**config.mk**
```make
export PLATFORM = sky130hd
export DESIGN_NAME = msrv32_pc_ctrl_flat
export DESIGN_NICKNAME = d
export VERILOG_FILES = /design/src/rtl/msrv32_pkg.sv /design/src/rtl/msrv32_pc_ctrl_if.sv /design/src/rtl/msrv32_fetch_timeout.sv /design/src/rtl/msrv32_pc_ctrl.sv /design/src/flat_wrapper.sv
export SDC_FILE = /design/constraint.sdc
export NUM_CORES = 1
export LEC_CHECK = 0
export CORE_ASPECT_RATIO = 0.6
export CORE_MARGIN = 1.5
export CORE_UTILIZATION = 43
export CTS_CLUSTER_DIAMETER = 80
export DETAILED_ROUTE_END_ITERATION = 8
export MAX_ROUTING_LAYER = met4
export PLACE_DENSITY = 0.81
export RECOVER_POWER = 100
export SYNTH_ARGS = -nofsm -noshare
export SYNTH_HDL_FRONTEND = slang
export SYNTH_HIERARCHICAL = 1
export SYNTH_SLANG_ARGS = --single-unit
```
**constraint.sdc**
```tcl
create_clock -name clk_in -period 2.4 [get_ports clk_in]
set_input_delay 0.48 -clock clk_in [delete_from_list [all_inputs] [get_ports clk_in]]
set_output_delay 0.48 -clock clk_in [all_outputs]
set_load 0.02 [all_outputs]
```
**src/rtl/msrv32_pkg.sv**
```systemverilog
// msrv32_pkg: shared PC-source select codes and PC controller state encoding.
package msrv32_pkg;
    localparam logic [1:0] PC_SRC_BOOT = 2'b00;
    localparam logic [1:0] PC_SRC_EPC  = 2'b01;
    localparam logic [1:0] PC_SRC_TRAP = 2'b10;
    localparam logic [1:0] PC_SRC_NEXT = 2'b11;

    typedef enum logic [2:0] {
        ST_BOOT,
        ST_RUN,
        ST_TRAP,
        ST_MRET,
        ST_WFI
    } pc_ctrl_state_t;
endpackage

```
**src/rtl/msrv32_pc_ctrl_if.sv**
```systemverilog
// msrv32_pc_ctrl_if: fetch-stage signals between the PC controller (slave) and its environment (master).
interface msrv32_pc_ctrl_if;
    logic        ahb_ready_in;
    logic [31:0] pc_mux_in;
    logic        misaligned_instr_in;
    logic        trap_taken_in;
    logic        mret_in;
    logic        wfi_in;
    logic        irq_pending_in;
    logic [1:0]  pc_src_out;
    logic [31:0] pc_out;
    logic        flush_out;
    logic        stall_out;
    logic        misaligned_trap_out;
    logic        bus_error_out;

    modport master (
        output ahb_ready_in, pc_mux_in, misaligned_instr_in, trap_taken_in, mret_in, wfi_in, irq_pending_in,
        input  pc_src_out, pc_out, flush_out, stall_out, misaligned_trap_out, bus_error_out
    );

    modport slave (
        input  ahb_ready_in, pc_mux_in, misaligned_instr_in, trap_taken_in, mret_in, wfi_in, irq_pending_in,
        output pc_src_out, pc_out, flush_out, stall_out, misaligned_trap_out, bus_error_out
    );
endinterface

```
**src/rtl/msrv32_fetch_timeout.sv**
```systemverilog
// msrv32_fetch_timeout: 8-bit saturating wait-state counter; expired flags the last allowed wait cycle.
module msrv32_fetch_timeout #(
    parameter int LIMIT = 16
) (
    input  logic clk_in,
    input  logic rst_n_in,
    input  logic clr,
    input  logic en,
    output logic expired
);
    localparam logic [7:0] LAST = 8'(LIMIT - 1);

    logic [7:0] cnt;

    always_ff @(posedge clk_in or negedge rst_n_in) begin
        if (!rst_n_in)
            cnt <= 8'd0;
        else if (clr)
            cnt <= 8'd0;
        else if (en && cnt != 8'hff)
            cnt <= cnt + 8'd1;
    end

    assign expired = cnt == LAST;
endmodule

```
**src/rtl/msrv32_pc_ctrl.sv**
```systemverilog
// msrv32_pc_ctrl: PC register and PC-mux select sequencing (boot/trap/mret/wfi, fetch timeout).
// Define MSRV32_PC_CTRL_WFI_EN to enable the WFI sleep state.
module msrv32_pc_ctrl
    import msrv32_pkg::*;
#(
    parameter logic [31:0] BOOT_ADDRESS   = 32'h0000_0000,
    parameter int          TIMEOUT_CYCLES = 16
) (
    input  logic              clk_in,
    input  logic              rst_n_in,
    msrv32_pc_ctrl_if.slave   bus
);
    pc_ctrl_state_t state_q, state_d;
    logic [31:0]    pc_q;
    logic           load_pc, expired, cnt_en;
    logic [1:0]     pc_src;
    logic           flush, stall, mis_pulse, berr_pulse;

    always_comb begin
        state_d    = state_q;
        load_pc    = 1'b0;
        pc_src     = PC_SRC_NEXT;
        flush      = 1'b0;
        stall      = !bus.ahb_ready_in;
        mis_pulse  = 1'b0;
        berr_pulse = 1'b0;
        case (state_q)
            ST_BOOT: begin
                pc_src = PC_SRC_BOOT;
                flush  = 1'b1;
                stall  = 1'b0;
                if (bus.ahb_ready_in) begin
                    load_pc = 1'b1;
                    state_d = ST_RUN;
                end
            end
            ST_RUN: begin
                mis_pulse  = !bus.trap_taken_in && bus.misaligned_instr_in;
                berr_pulse = !bus.trap_taken_in && !bus.misaligned_instr_in && !bus.ahb_ready_in && expired;
                if (bus.trap_taken_in || mis_pulse || berr_pulse)
                    state_d = ST_TRAP;
                else if (bus.mret_in)
                    state_d = ST_MRET;
`ifdef MSRV32_PC_CTRL_WFI_EN
                else if (bus.wfi_in)
                    state_d = ST_WFI;
`endif
                else
                    load_pc = bus.ahb_ready_in;
            end
            ST_TRAP, ST_MRET: begin
                pc_src = state_q == ST_TRAP ? PC_SRC_TRAP : PC_SRC_EPC;
                flush  = 1'b1;
                if (bus.ahb_ready_in) begin
                    load_pc = 1'b1;
                    state_d = ST_RUN;
                end
            end
`ifdef MSRV32_PC_CTRL_WFI_EN
            ST_WFI: begin
                stall = 1'b1;
                if (bus.irq_pending_in || bus.trap_taken_in)
                    state_d = ST_TRAP;
            end
`endif
            default: state_d = ST_BOOT;
        endcase
    end

    always_ff @(posedge clk_in or negedge rst_n_in) begin
        if (!rst_n_in) begin
            state_q <= ST_BOOT;
            pc_q    <= BOOT_ADDRESS;
        end else begin
            state_q <= state_d;
            if (load_pc)
                pc_q <= bus.pc_mux_in;
        end
    end

    // Count only while RUN keeps waiting; any advance or state change restarts the window.
    assign cnt_en = state_q == ST_RUN && state_d == ST_RUN && !bus.ahb_ready_in;

    msrv32_fetch_timeout #(.LIMIT(TIMEOUT_CYCLES)) u_timeout (
        .clk_in   (clk_in),
        .rst_n_in (rst_n_in),
        .clr      (!cnt_en),
        .en       (cnt_en),
        .expired  (expired)
    );

`ifndef MSRV32_PC_CTRL_WFI_EN
    logic unused_wfi;
    assign unused_wfi = bus.wfi_in ^ bus.irq_pending_in;
`endif

    assign bus.pc_src_out          = pc_src;
    assign bus.pc_out              = pc_q;
    assign bus.flush_out           = flush;
    assign bus.stall_out           = stall;
    assign bus.misaligned_trap_out = mis_pulse;
    assign bus.bus_error_out       = berr_pulse;
endmodule

```
**src/flat_wrapper.sv**
```systemverilog
// flat-port wrapper written by rule: the top's interface ports become plain ports
module msrv32_pc_ctrl_flat import msrv32_pkg::*;
#(
    parameter logic [31:0] BOOT_ADDRESS   = 32'h0000_0000,
    parameter int          TIMEOUT_CYCLES = 16
)
  (clk_in, rst_n_in, bus_ahb_ready_in, bus_pc_mux_in, bus_misaligned_instr_in, bus_trap_taken_in, bus_mret_in, bus_wfi_in, bus_irq_pending_in, bus_pc_src_out, bus_pc_out, bus_flush_out, bus_stall_out, bus_misaligned_trap_out, bus_bus_error_out);
  msrv32_pc_ctrl_if bus_i ();
  input  logic clk_in;
  input  logic rst_n_in;
  input wire logic [$bits(bus_i.ahb_ready_in)-1:0] bus_ahb_ready_in;
  input wire logic [$bits(bus_i.pc_mux_in)-1:0] bus_pc_mux_in;
  input wire logic [$bits(bus_i.misaligned_instr_in)-1:0] bus_misaligned_instr_in;
  input wire logic [$bits(bus_i.trap_taken_in)-1:0] bus_trap_taken_in;
  input wire logic [$bits(bus_i.mret_in)-1:0] bus_mret_in;
  input wire logic [$bits(bus_i.wfi_in)-1:0] bus_wfi_in;
  input wire logic [$bits(bus_i.irq_pending_in)-1:0] bus_irq_pending_in;
  output wire logic [$bits(bus_i.pc_src_out)-1:0] bus_pc_src_out;
  output wire logic [$bits(bus_i.pc_out)-1:0] bus_pc_out;
  output wire logic [$bits(bus_i.flush_out)-1:0] bus_flush_out;
  output wire logic [$bits(bus_i.stall_out)-1:0] bus_stall_out;
  output wire logic [$bits(bus_i.misaligned_trap_out)-1:0] bus_misaligned_trap_out;
  output wire logic [$bits(bus_i.bus_error_out)-1:0] bus_bus_error_out;
  assign bus_i.ahb_ready_in = bus_ahb_ready_in;
  assign bus_i.pc_mux_in = bus_pc_mux_in;
  assign bus_i.misaligned_instr_in = bus_misaligned_instr_in;
  assign bus_i.trap_taken_in = bus_trap_taken_in;
  assign bus_i.mret_in = bus_mret_in;
  assign bus_i.wfi_in = bus_wfi_in;
  assign bus_i.irq_pending_in = bus_irq_pending_in;
  assign bus_pc_src_out = bus_i.pc_src_out;
  assign bus_pc_out = bus_i.pc_out;
  assign bus_flush_out = bus_i.flush_out;
  assign bus_stall_out = bus_i.stall_out;
  assign bus_misaligned_trap_out = bus_i.misaligned_trap_out;
  assign bus_bus_error_out = bus_i.bus_error_out;
  msrv32_pc_ctrl #(.BOOT_ADDRESS(BOOT_ADDRESS), .TIMEOUT_CYCLES(TIMEOUT_CYCLES)) u_core (.clk_in(clk_in), .rst_n_in(rst_n_in), .bus(bus_i));
endmodule
```
# ---- After elaboration in Yosys (flattened, before gate mapping)
# Index checks and enable logic that the tools add are counted.
# Widths: inputs -> output; s select.
dict set report op_classes {
  n_shift 0
  n_mul 0
  reduce_logical 15
  n_eq_ne 7
  n_mux 16
  div 0
  add_sub_neg 1
  order_cmp 0
  bitwise_logic 0
}
# operator n
set ops {}
lappend ops {{$mux 8} 2}
lappend ops {{$mux 3} 3}
lappend ops {{$add 8x1->8 const B} 1}
lappend ops {{$eq 8x4->1 const B} 1}
lappend ops {{$ne 8x8->1 const B} 1}
lappend ops {{$logic_and 1x1->1} 7}
lappend ops {{$mux 1} 7}
lappend ops {{$eq 3x1->1 const B} 2}
lappend ops {{$eq 3x2->1 const B} 2}
lappend ops {{$pmux 3 s2} 1}
lappend ops {{$pmux 2 s2} 1}
lappend ops {{$logic_not 1->1} 3}
lappend ops {{$logic_not 3->1} 1}
lappend ops {{$reduce_or 3->1} 1}
lappend ops {{$logic_or 1x1->1} 2}
lappend ops {{$mux 2} 1}
lappend ops {{$ne 2x1->1 const B} 1}
lappend ops {{$pmux 1 s2} 1}
lappend ops {{$reduce_or 2->1} 1}
dict set report totals {
  n_memories 0
  ff_bits 43
  output_inout_bits 38
  latch_bits 0
  rom_bits 0
  mem_bits_rw 0
  elab_cells 42
  input_bits 40
}

# ---- Longest topological paths before layout
# Gate-level depths: netlist of run 1.
dict set report logic_depth {
  depth_word 13
  depth_mapped 8
  mapped_depth_nobuf 7
}

# ---- By module
# Netlist of run 1, hierarchy kept.
# mod cells_per_inst instances area_per_inst_um2 seq_area_each_um2
set modules_own_cells {}
lappend modules_own_cells {msrv32_pc_ctrl 97 1 1446.4 875.8}
lappend modules_own_cells {msrv32_fetch_timeout 51 1 476.7 200.2}

# ---- Least setup slack after synthesis of run 1
# OpenSTA, ideal clock, no wires.
dict set report synth_timing {
  path_type {reg-to-reg}
  from {reg u_core.u_timeout.cnt[0]}
  to {reg u_core.u_timeout.cnt[3]}
  t_required_ns 2.272
  n_path_buf 1
  path_slack_ns 0.327
  stages_incl_launch_ff 8
  synth_period_minus_slack_ns 2.073
  setup_ns 0.128
  arrival_time_ns 1.945
  path_cell_list {dfrtp_1 ha_1 nand4_1 nor4_1 or3_1 clkbuf_1 nor2_1 mux2_1}
}
dict set report synth_between {
  elab_chain_cells 10
  elab_cells_between_ends 14
  classes_between {add/sub: 1; eq/ne: 4; mux: 4; reduce/logical: 5}
}
# item line_no
set synth_rtl {}
lappend synth_rtl {{start: declaration} msrv32_fetch_timeout.sv:13} ;# logic [7:0] cnt;
lappend synth_rtl {{start signal: assignment} msrv32_fetch_timeout.sv:21} ;# cnt <= cnt + 8'd1;
lappend synth_rtl {{$eq 8x4->1 (*)} msrv32_fetch_timeout.sv:24} ;# assign expired = cnt == LAST;
lappend synth_rtl {{named net u_core.expired} msrv32_pc_ctrl.sv:15} ;# logic load_pc, expired, cnt_en;
lappend synth_rtl {{$logic_and 1x1->1 (*)} msrv32_pc_ctrl.sv:39} ;# berr_pulse = !bus.trap_taken_in && !bus.misaligned_instr_in && !bus.ahb_ready_in && expired;
lappend synth_rtl {{$logic_or 1x1->1 (*)} msrv32_pc_ctrl.sv:40} ;# if (bus.trap_taken_in || mis_pulse || berr_pulse)
lappend synth_rtl {{$mux 3 (*)} msrv32_pc_ctrl.sv:40}
lappend synth_rtl {{$pmux 3 s2 (*)} msrv32_pc_ctrl.sv:27} ;# case (state_q)
lappend synth_rtl {{$eq 3x1->1 (*)} msrv32_pc_ctrl.sv:82} ;# assign cnt_en = state_q == ST_RUN && state_d == ST_RUN && !bus.ahb_ready_in;
lappend synth_rtl {{$logic_and 1x1->1 (*) (2 in a row)} msrv32_pc_ctrl.sv:82}
lappend synth_rtl {{$logic_and 1x1->1} msrv32_fetch_timeout.sv:20} ;# else if (en && cnt != 8'hff)
lappend synth_rtl {{$ne 2x1->1 (no line)} -}
# Mark *: on every way through the listed nets, which the timed path passes. The rest lies on a longest branch. The select of a mux whose other input is x is not followed.
# A chain may end at the register's enable or synchronous reset.

# ---- Worst setup path in the final report of run 1
dict set report layout_timing {
  from {in bus_ahb_ready_in}
  to {out bus_stall_out}
}
dict set report layout_between {
  elab_chain_cells 2
}
# item line_no
set layout_rtl {}
lappend layout_rtl {{start: declaration} flat_wrapper.sv:11} ;# input wire logic [$bits(bus_i.ahb_ready_in)-1:0] bus_ahb_ready_in;
lappend layout_rtl {{$logic_not 1->1} msrv32_pc_ctrl.sv:24} ;# stall = !bus.ahb_ready_in;
lappend layout_rtl {{$mux 1} msrv32_pc_ctrl.sv:27}
lappend layout_rtl {{end: declaration} flat_wrapper.sv:21} ;# output wire logic [$bits(bus_i.stall_out)-1:0] bus_stall_out;
# No other way between the ends.

==> metrics.csv, run 1 <==
metric,value,unit
drive_above_1_share,21.0,%
ys.flop_type,dfrtp_1,
io_buffers,75,
ys_seq_elements,43,
synth_edf_count,0,
crit_path_cell_trace,clkdlybuf4s50_1 -> clkbuf_1 -> nor2_1 -> clkdlybuf4s50_1,
vias,1519,
yosys.area.top_type_share,56.0,%
regArea,1080,µm²
multi_input_area,800,µm²
start_util,45.9,%
grt.total_usage,19.5,%
crit_family,buffers and inverters,
synth_fa_ha_area_share,0.651,%
yosys_warnings,6,
ant_nets,0,
ys_async_sr_fraction,100,%
ir_worst_vdd,0.000399,V
grt_pass1_vias,1488,
path_class,in -> out,
die_w,89.3,µm
cts_setup_buffers,0,
worst-slew-pin-transition,1.25,ns
synth.avg_cell_area,13.0,µm²
fillCellCount,331,
critPathMaxFanout,5,
crit_start,bus_ahb_ready_in,
fmax,441,MHz
critPathMostFrequentCell,clkdlybuf4s50_1,
die_area,4900,µm²
yosysTopAreaCell,dfrtp_1,
reg2reg_from,u_core/state_q[0],
ys_types,39,
root_buffer,clkbuf_8,
synth_xor_area_share,0,%
coreArea,4190,µm²
hold_buffers,0,
muxShareOfSynthArea,20.4,%
avgRoutedWirePerCell,14.2,µm
cts.sink_count,43,
cts-htree-levels,2,
antenna_found_initial,0,
synth-compound-area-share,5.01,%
setup_tns,0,ns
setup_viol,0,
drv_cap,0,
rsz0062_at_grt,false,
min_path_type,in -> async,
die_y,54.8,µm
synth_area_leaders,"dfrtp_1 56%, mux2_2 14%, mux2_1 5.9%",
rows,18,
crit_required,1.92,ns
num_io_pins,78,
totalWireLength,4290,µm
drc,0,
antenna_cells,0,
p_per_area,690,nW/µm²
ctsResizeCount,2,
outcome,finished clean,
dp_hpwl,3260,µm
clk_latency,0.29,ns
hold_viol_final,0,
grt_pass1_wl,6800,µm
ys_seq_area_share,56.0,%
final_util,69.5,%
routabilityCongestion,0.880,
drt_pass1_iterations,4,
finalClockSkew,0.00545,ns
synth_area,1920,µm²
drt-initial-drc-count,75,
nets,283,
grt_max_degree,33,
critical_path_arrival,1.79,ns
synth_simple_gate_area_share,15.0,%
cts_tree,yes,
cts_buffers,5,
end_kind,output port,
slew_headroom,16.4,%
viasPerCell,5.01,
grt_overflow,0,
crit_path_top_delay_cell,clkdlybuf4s50_1,
cp_num_buf_inv,3,
syn-num-nets,189,
fin_crit,2.27,ns
clockBufferDepth,2,
power,2.01,mW
finalCritPeriodShare,94.4,%
area_growth,51.4,%
drv_slew,0,
cp-start-kind,primary input,
synth_top_family_by_area,multiplexers,
leakagePower,1.21,nW
slowest_delay,0.61,ns
syn_inst,148,
clk_pin_slew,0.08,ns
worst reg2reg max path, cell delays in order (launching register included):
cell,delay [ns]
dfrtp_1,0.49
nor2b_1,0.24
nand3b_1,0.13
clkbuf_4,0.15
nor3_1,0.20
clkbuf_4,0.20
a21boi_0,0.30
mux2_1,0.35
synthesized netlist by cell type (2+ instances only):
library cell,count
nand4_1,2
or3_1,3
nor3_1,7
nor2b_1,6
mux2_1,10
o21ai_0,2
nand3_1,2
dfrtp_1,43
mux2_2,24
nand2b_1,4
buf_6,3
nand2_1,2
nor2_1,7
nor4_1,2
a21oi_1,5
inv_1,3
layout make-up:
| cell class | instances | area share [%] |
|---|---|---|
| inverters | 3 | 0.387 |
| flip-flops and latches | 43 | 37.0 |
| clock inverters | 3 | 1.50 |
| clock buffers | 5 | 2.36 |
| repair buffers | 92 | 28.7 |
| well taps | 60 | 2.58 |
| multi-input cells | 97 | 27.5 |
through the flow:
stage	instances	worst slack (ns)	area, µm²	hold WS [ns]
CTS	303	0.0359	2960	0.174
detailed placement	295	-0.0397	2840	0.482
finish	303	0.135	2910	0.438
global route	303	0.0377	2910	0.504
global placement	295	-0.0440	2840	0.475
floorplan	148	0.327	1920	0.184
state kept, by name, summed over array words and instances (netlist names):
signal                count
u_core/state_q            3
u_core/u_timeout/cnt      8
u_core/bus.pc_out        32
power by group:
part           leakage [nW]  switching, mW  internal [mW]
clock                0.0581          0.244          0.310
combinational         0.626          0.273          0.295
sequential            0.526         0.0527          0.834
cell usage in the layout (no fill, tap or decap), types with 4 or more instances in the layout:
cell	instances
dfrtp_1	43
clkdlybuf4s50_1	38
dlygate4sd3_1	33
mux2_2	24
mux2_1	10
clkbuf_1	8
buf_4	8
nor2_1	7
nor3_1	7
nor2b_1	6
clkbuf_8	5
a21oi_1	5
nand2b_1	4
layer usage:
layer	track usage, %	vias to the layer above	wire [µm]	share of wire, %
li1	-	724	-	-
met1	26.1	717	2050	48
met2	29.1	73	1760	41
met3	6.33	5	447	10
met4	4.62	0	26	0.61
met5	-	-	0	0
cells by family after synthesis:
logic type / Yosys count
AOI/OAI and AO/OA: 14
adders and majority gates: 1
buffers and inverters: 8
DFF: 43
muxes: 35
other: 1
and+or+nand+nor: 46
final timing paths:
check | to | slack [ns] | cells past startpoint
min in group clk_in | u_core/bus.pc_out[0] | 0.49 | 1
worst max-delay path | bus_stall_out | 0.13 | 4
worst max register to register | u_core/u_timeout/cnt[0] | 0.24 | 7
worst min-delay path | u_core/bus.pc_out[31] | 0.44 | 1
worst min register to register | u_core/bus.pc_out[0] | 0.49 | 1
max in group asynchronous | u_core/bus.pc_out[29] | 0.88 | 2
Note: power is estimated with default switching activity, not from simulation.
==> inputs of run 2 (changes only) <==
Settings changed: ABC_AREA set to 1, CORE_UTILIZATION 43 to 47, PLACE_DENSITY 0.81 to 0.86, TNS_END_PERCENT set to 1.
Clock period 2.4 ns to 2.7 ns, I/O delays scaled along.
==> run 2 against run 1 <==
Against the previous run: global-route usage increased by 3.4 points; area after synthesis is 7.4% higher; total power decreased by 11%; first-iteration DRC count rose by 33%; combinational power decreased by 11%; clock-buffer cell count unchanged; sequential cell count unchanged; sequential share of layout area is 0.27 points lower; routed wire length rose by 17%; die area decreased by 1.7%; clock power shrank 10%; synthesized cell count is 72% higher; critical endpoint unchanged; largest cell class unchanged.
==> metrics.csv, run 2 <==
metric,value,unit
setup_tns,0,ns
totalWireLength,5000,µm
path_class,in -> out,
worst-slew-pin-transition,1.33,ns
mostFrequentLayoutCells,"95 x nand2_1, 45 x nand3_1, 43 x dfrtp_1",
clock_power_share,27.7,%
cts-htree-levels,2,
fin_crit,2.49,ns
cts_buffers,5,
clk_pin_slew,0.09,ns
fin_ws,0.213,ns
clk_latency,0.30,ns
finalCritPeriodShare,92.1,%
synth-compound-area-share,2.48,%
cts.sink_count,43,
die_y,54.3,µm
ctsResizeCount,2,
routabilityCongestion,0.924,
vias,1936,
nets,373,
outcome,finished clean,
area_growth,42.1,%
root_buffer,clkbuf_8,
p_per_area,610,nW/µm²
syn-num-nets,295,
ys_types,23,
synth_top_family_by_area,simple AND/OR/NAND/NOR gates,
coreArea,4170,µm²
avgRoutedWirePerCell,12.7,µm
synth.avg_cell_area,8.13,µm²
post-place-ws,0.0553,ns
finalClockSkew,0.0114,ns
ir_worst_vdd,0.000405,V
num_io_pins,78,
ys_seq_area_share,52.1,%
antenna_found_initial,0,
syn_inst,254,
antenna_cells,0,
leakagePower,1.49,nW
drt-initial-drc-count,100,
yosys-top-cells-count,"93 x nand2_1, 44 x nand3_1, 43 x dfrtp_1",
drv_cap,0,
grt_pass1_wl,7980,µm
slew_headroom,11.1,%
ant_nets,0,
layout_commonest_cell,nand2_1,
crit_required,2.16,ns
ys.flop_type,dfrtp_1,
end_kind,output port,
grt.total_usage,22.9,%
die_w,88.6,µm
p_switching,555,µW
io_buffers,75,
yosys.area.top_type_share,52.1,%
p_int,1.23,mW
synth_edf_count,0,
drv_slew,0,
yosys_warnings,6,
cts_setup_buffers,0,
drt_pass1_iterations,4,
cp-start-kind,primary input,
synth_area,2060,µm²
drc,0,
critPathMaxFanout,3,
cts_tree,yes,
hold_buffers,0,
start_util,49.5,%
rows,18,
ys_async_sr_fraction,100,%
die_area,4810,µm²
muxShareOfSynthArea,0,%
synth_simple_gate_area_share,36.4,%
dp_hpwl,3680,µm
grt_pass1_vias,1762,
clockBufferDepth,2,
rsz0062_at_grt,false,
power,1.79,mW
fmax,402,MHz
yosysTopAreaCell,dfrtp_1,
min_path_type,in -> async,
grt_max_degree,33,
ys_seq_elements,43,
pwr-share-comb,28.4,%
setup_viol,0,
p_sw_share,31.0,%
critical_path_arrival,1.95,ns
synth_area_leaders,"dfrtp_1 52%, nand2_1 17%, nand3_1 11%",
viasPerCell,4.93,
synthMostInstantiatedCell,nand2_1,
synth_fa_ha_area_share,0.606,%
seqPwrFrac,43.9,%
largest_register_ff_count,32,
grt_overflow,0,
drive_above_1_share,7.21,%
hold_viol_final,0,
synth_xor_area_share,0,%
run 2: cell types whose count changed after synthesis, moves of 4 or more:
cell      before  now
inv_1          3   21
mux2_1        10    0
mux2_2        24    0
nand2_1        2   93
nand2_4        0    5
nand2b_1       4    0
nand3_1        2   44
nor2b_1        6    0
run 2: layout make-up:
class,instances,area (µm²)
inverters,26,98.8
fillers,355,1230
flip-flops and latches,43,1080
well taps,60,75.1
clock buffers,5,68.8
multi-input cells,176,798
repair buffers,80,772
clock inverters,3,43.8
run 2: power groups by stage:
stage                     logic, mW  clock network, mW  registers [mW]
after floorplan               0.148                  0           0.911
after global placement        0.543                  0           0.798
after detailed placement      0.553                  0           0.801
after CTS                     0.554              0.509           0.791
after global routing          0.553              0.544           0.798
final                         0.508              0.496           0.785
run 2: metrics by stage:
| stage | instance area, µm² | hold WS (ns) | std cells | util, % |
|---|---|---|---|---|
| 2_1_floorplan | 2060 | 0.244 | 254 | - |
| 5_1_grt | 2930 | 0.442 | 393 | 70.4 |
| 6_report | 2930 | 0.379 | 393 | 70.4 |
| 3_3_place_gp | 2850 | 0.453 | 385 | 68.4 |
| 4_1_cts | 2970 | 0.176 | 393 | 71.2 |
| 3_5_place_dp | 2850 | 0.458 | 385 | 68.4 |
run 2: kinds of logic after synthesis:
| logic type | count (synthesis) |
|---|---|
| other | 1 |
| adder cells (fa/ha/maj) | 1 |
| AO/OA/AOI/OAI | 10 |
| buffers and inverters | 35 |
| flip-flops | 43 |
| AND/OR/NAND/NOR | 164 |
run 2: worst paths after layout:
| check | startpoint | endpoint | slack, ns | depth (start not counted) |
|---|---|---|---|---|
| setup reg to reg | u_core/u_timeout/cnt[0] | u_core/bus.pc_out[21] | 0.30 | 11 |
| hold / removal | rst_n_in | u_core/bus.pc_out[25] | 0.38 | 1 |
| max in group asynchronous | rst_n_in | u_core/bus.pc_out[21] | 0.56 | 2 |
| min in group clk_in | u_core/bus.pc_out[22] | u_core/bus.pc_out[22] | 0.47 | 2 |
| hold reg to reg | u_core/bus.pc_out[22] | u_core/bus.pc_out[22] | 0.47 | 2 |
| setup / recovery | bus_ahb_ready_in | bus_stall_out | 0.21 | 4 |
run 2: worst max-delay path: stages:
cell and delay, ns:
clkdlybuf4s50_1 0.44, buf_4 0.15, a31oi_1 0.12, dlygate4sd3_1 0.69
run 2: per-layer routing:
layer | track usage (%) | vias to the layer above | share of wire, %
met5 | - | - | 0
met4 | 3.91 | 0 | 0.54
met3 | 8.14 | 5 | 8.8
met2 | 36.4 | 73 | 44
met1 | 29.2 | 908 | 47
li1 | - | 950 | -
==> inputs of run 3 (changes only) <==
==> constraint.sdc (replaced) <==
create_clock -name clk_in -period 2.7 [get_ports clk_in]
set_input_delay 0.54 -clock clk_in [delete_from_list [all_inputs] [get_ports clk_in]]
set_output_delay 0.54 -clock clk_in [all_outputs]
set_load 0.005 [all_outputs]
==> run 3 against run 2 <==
Against the previous run: sequential share of layout area shrank 0.078 points; via count fell by 0.10%; sequential power is essentially flat; non-clock buffer count up 3; critical endpoint is now bus_bus_error_out; largest cell class unchanged.
==> metrics.csv, run 3 (synthesis gave the netlist of run 2 again) <==
metric,value,unit
outcome,finished clean,
finalCritPeriodShare,92.5,%
timing.rr.end,u_core/u_timeout/cnt[1],
rsz0062_at_grt,false,
setup_tns,0,ns
cts_buffers,5,
drv_cap,0,
slew_headroom,17.8,%
cp-start-kind,flip-flop,
layout_commonest_cell,nand2_1,
end_kind,output port,
cts.sink_count,43,
hp-start,u_core/bus.pc_out[19],
min_path_type,reg -> reg,
die_area,4810,µm²
reg2reg_from,u_core/u_timeout/cnt[0],
ff2ff_path_depth,16,
drt_pass1_iterations,4,
vias,1934,
drv_slew,0,
drive_above_1_share,7.74,%
crit_path_top_delay_cell,dfrtp_1,
setup_viol,0,
fmax,400,MHz
cts-htree-levels,2,
coreArea,4170,µm²
hold_path_depth,2,
critPathMaxFanout,2,
hold_end,u_core/bus.pc_out[19],
dp_hpwl,3520,µm
clockBufferDepth,2,
totalWireLength,4890,µm
worst-slew-pin-transition,1.23,ns
grt.total_usage,22.5,%
fillCellCount,341,
die_y,54.3,µm
fin_crit,2.50,ns
crit_path_cell_trace,ha_1 -> nand2_1 -> nor2_4 -> nand3_1 -> nor3_2 -> nand2_2 -> nor3_1 -> dlygate4sd2_1,
crit_required,2.16,ns
antenna_found_initial,0,
mostFrequentLayoutCells,"94 x nand2_1, 45 x nand3_1, 43 x dfrtp_1",
grt_pass1_wl,7780,µm
nets,376,
power,1.57,mW
root_buffer,clkbuf_8,
multi_input_area,806,µm²
drt-initial-drc-count,74,
grt_max_degree,33,
rows,18,
p_per_area,534,nW/µm²
crit_start,u_core/u_timeout/cnt[0],
slowest_delay,0.38,ns
finalClockSkew,0.00606,ns
viasPerCell,4.88,
clk_latency,0.30,ns
drc,0,
hold_viol_final,0,
io_buffers,75,
cts_tree,yes,
leakagePower,1.50,nW
regToRegSetupSlack,0.29,ns
ir_worst_vdd,0.000370,V
largest_register_ff_count,32,
avgRoutedWirePerCell,12.3,µm
routabilityCongestion,0.935,
start_util,49.5,%
regArea,1080,µm²
path_class,reg -> out,
area_growth,42.4,%
num_io_pins,78,
die_w,88.6,µm
grt_overflow,0,
hold_buffers,0,
ant_nets,0,
antenna_cells,0,
critical_path_arrival,1.96,ns
grt_pass1_vias,1709,
clk_pin_slew,0.08,ns
[run 3: changes by cell type in the layout (fill, tap and decap cells not counted)]
| cell | before | now |
|---|---|---|
| clkinv_4 | 1 | 0 |
| bufinv_16 | 1 | 0 |
| clkinv_2 | 2 | 1 |
| buf_4 | 4 | 7 |
| nand2_4 | 2 | 3 |
| inv_1 | 22 | 23 |
| nand2_1 | 95 | 94 |
| clkinvlp_4 | 0 | 1 |
| dlygate4sd2_1 | 0 | 1 |
[run 3: per-layer routing]
layer | vias to the layer above | GRT usage, % | wire length [µm]
met3 | 8 | 6.64 | 383
li1 | 962 | - | -
met2 | 65 | 34.4 | 2070
met4 | 0 | 8.59 | 65
met1 | 899 | 28.9 | 2370
met5 | - | - | 0
[run 3: power breakdown]
| group | switching [mW] | leakage, nW | internal, mW |
|---|---|---|---|
| registers | 0.0485 | 0.546 | 0.737 |
| logic | 0.170 | 0.912 | 0.221 |
| clock network | 0.214 | 0.0412 | 0.181 |
[run 3: timing repair]
item / 4_1_cts / 5_1_grt
endpoints found under the hold margin: 0 / 0
endpoints found under the setup margin: 1 / 0
setup buffers: 3 / 0
gates resized for setup: 2 / 0
[run 3: worst max-delay path, delay by kind of cell, from the launching register on]
family                   cells  cell delay, ns
AND/OR/NAND/NOR              6            0.85
adder cells (fa/ha/maj)      1            0.18
flip-flops                   1            0.38
buffers and inverters        1            0.25
[run 3: through the flow]
stage	utilization [%]	instance area [µm²]	hold slack, ns	setup WS (ns)	instances
floorplan	-	2060	0.244	0.677	254
global placement	68.4	2850	0.453	0.169	385
detailed placement	68.4	2850	0.458	0.112	385
CTS	71.1	2960	0.219	0.195	396
global route	70.5	2940	0.499	0.0531	396
finish	70.5	2940	0.466	0.203	396
[run 3: worst max-delay path by stage]
stage / depth (start not counted) / endpoint
final: 8 / bus_bus_error_out
after global routing: 8 / bus_bus_error_out
after CTS: 8 / bus_bus_error_out
after detailed placement: 8 / bus_bus_error_out
after global placement: 8 / bus_bus_error_out
after floorplan: 15 / u_core/u_timeout/cnt[5]
[run 3: final cells by class]
type	count	area share, %
clock buffers	6	2.47
clock inverters	2	0.426
inverters	26	3.32
multi-input cells	176	27.4
flip-flops and latches	43	36.6
well taps	60	2.55
repair buffers	83	27.2
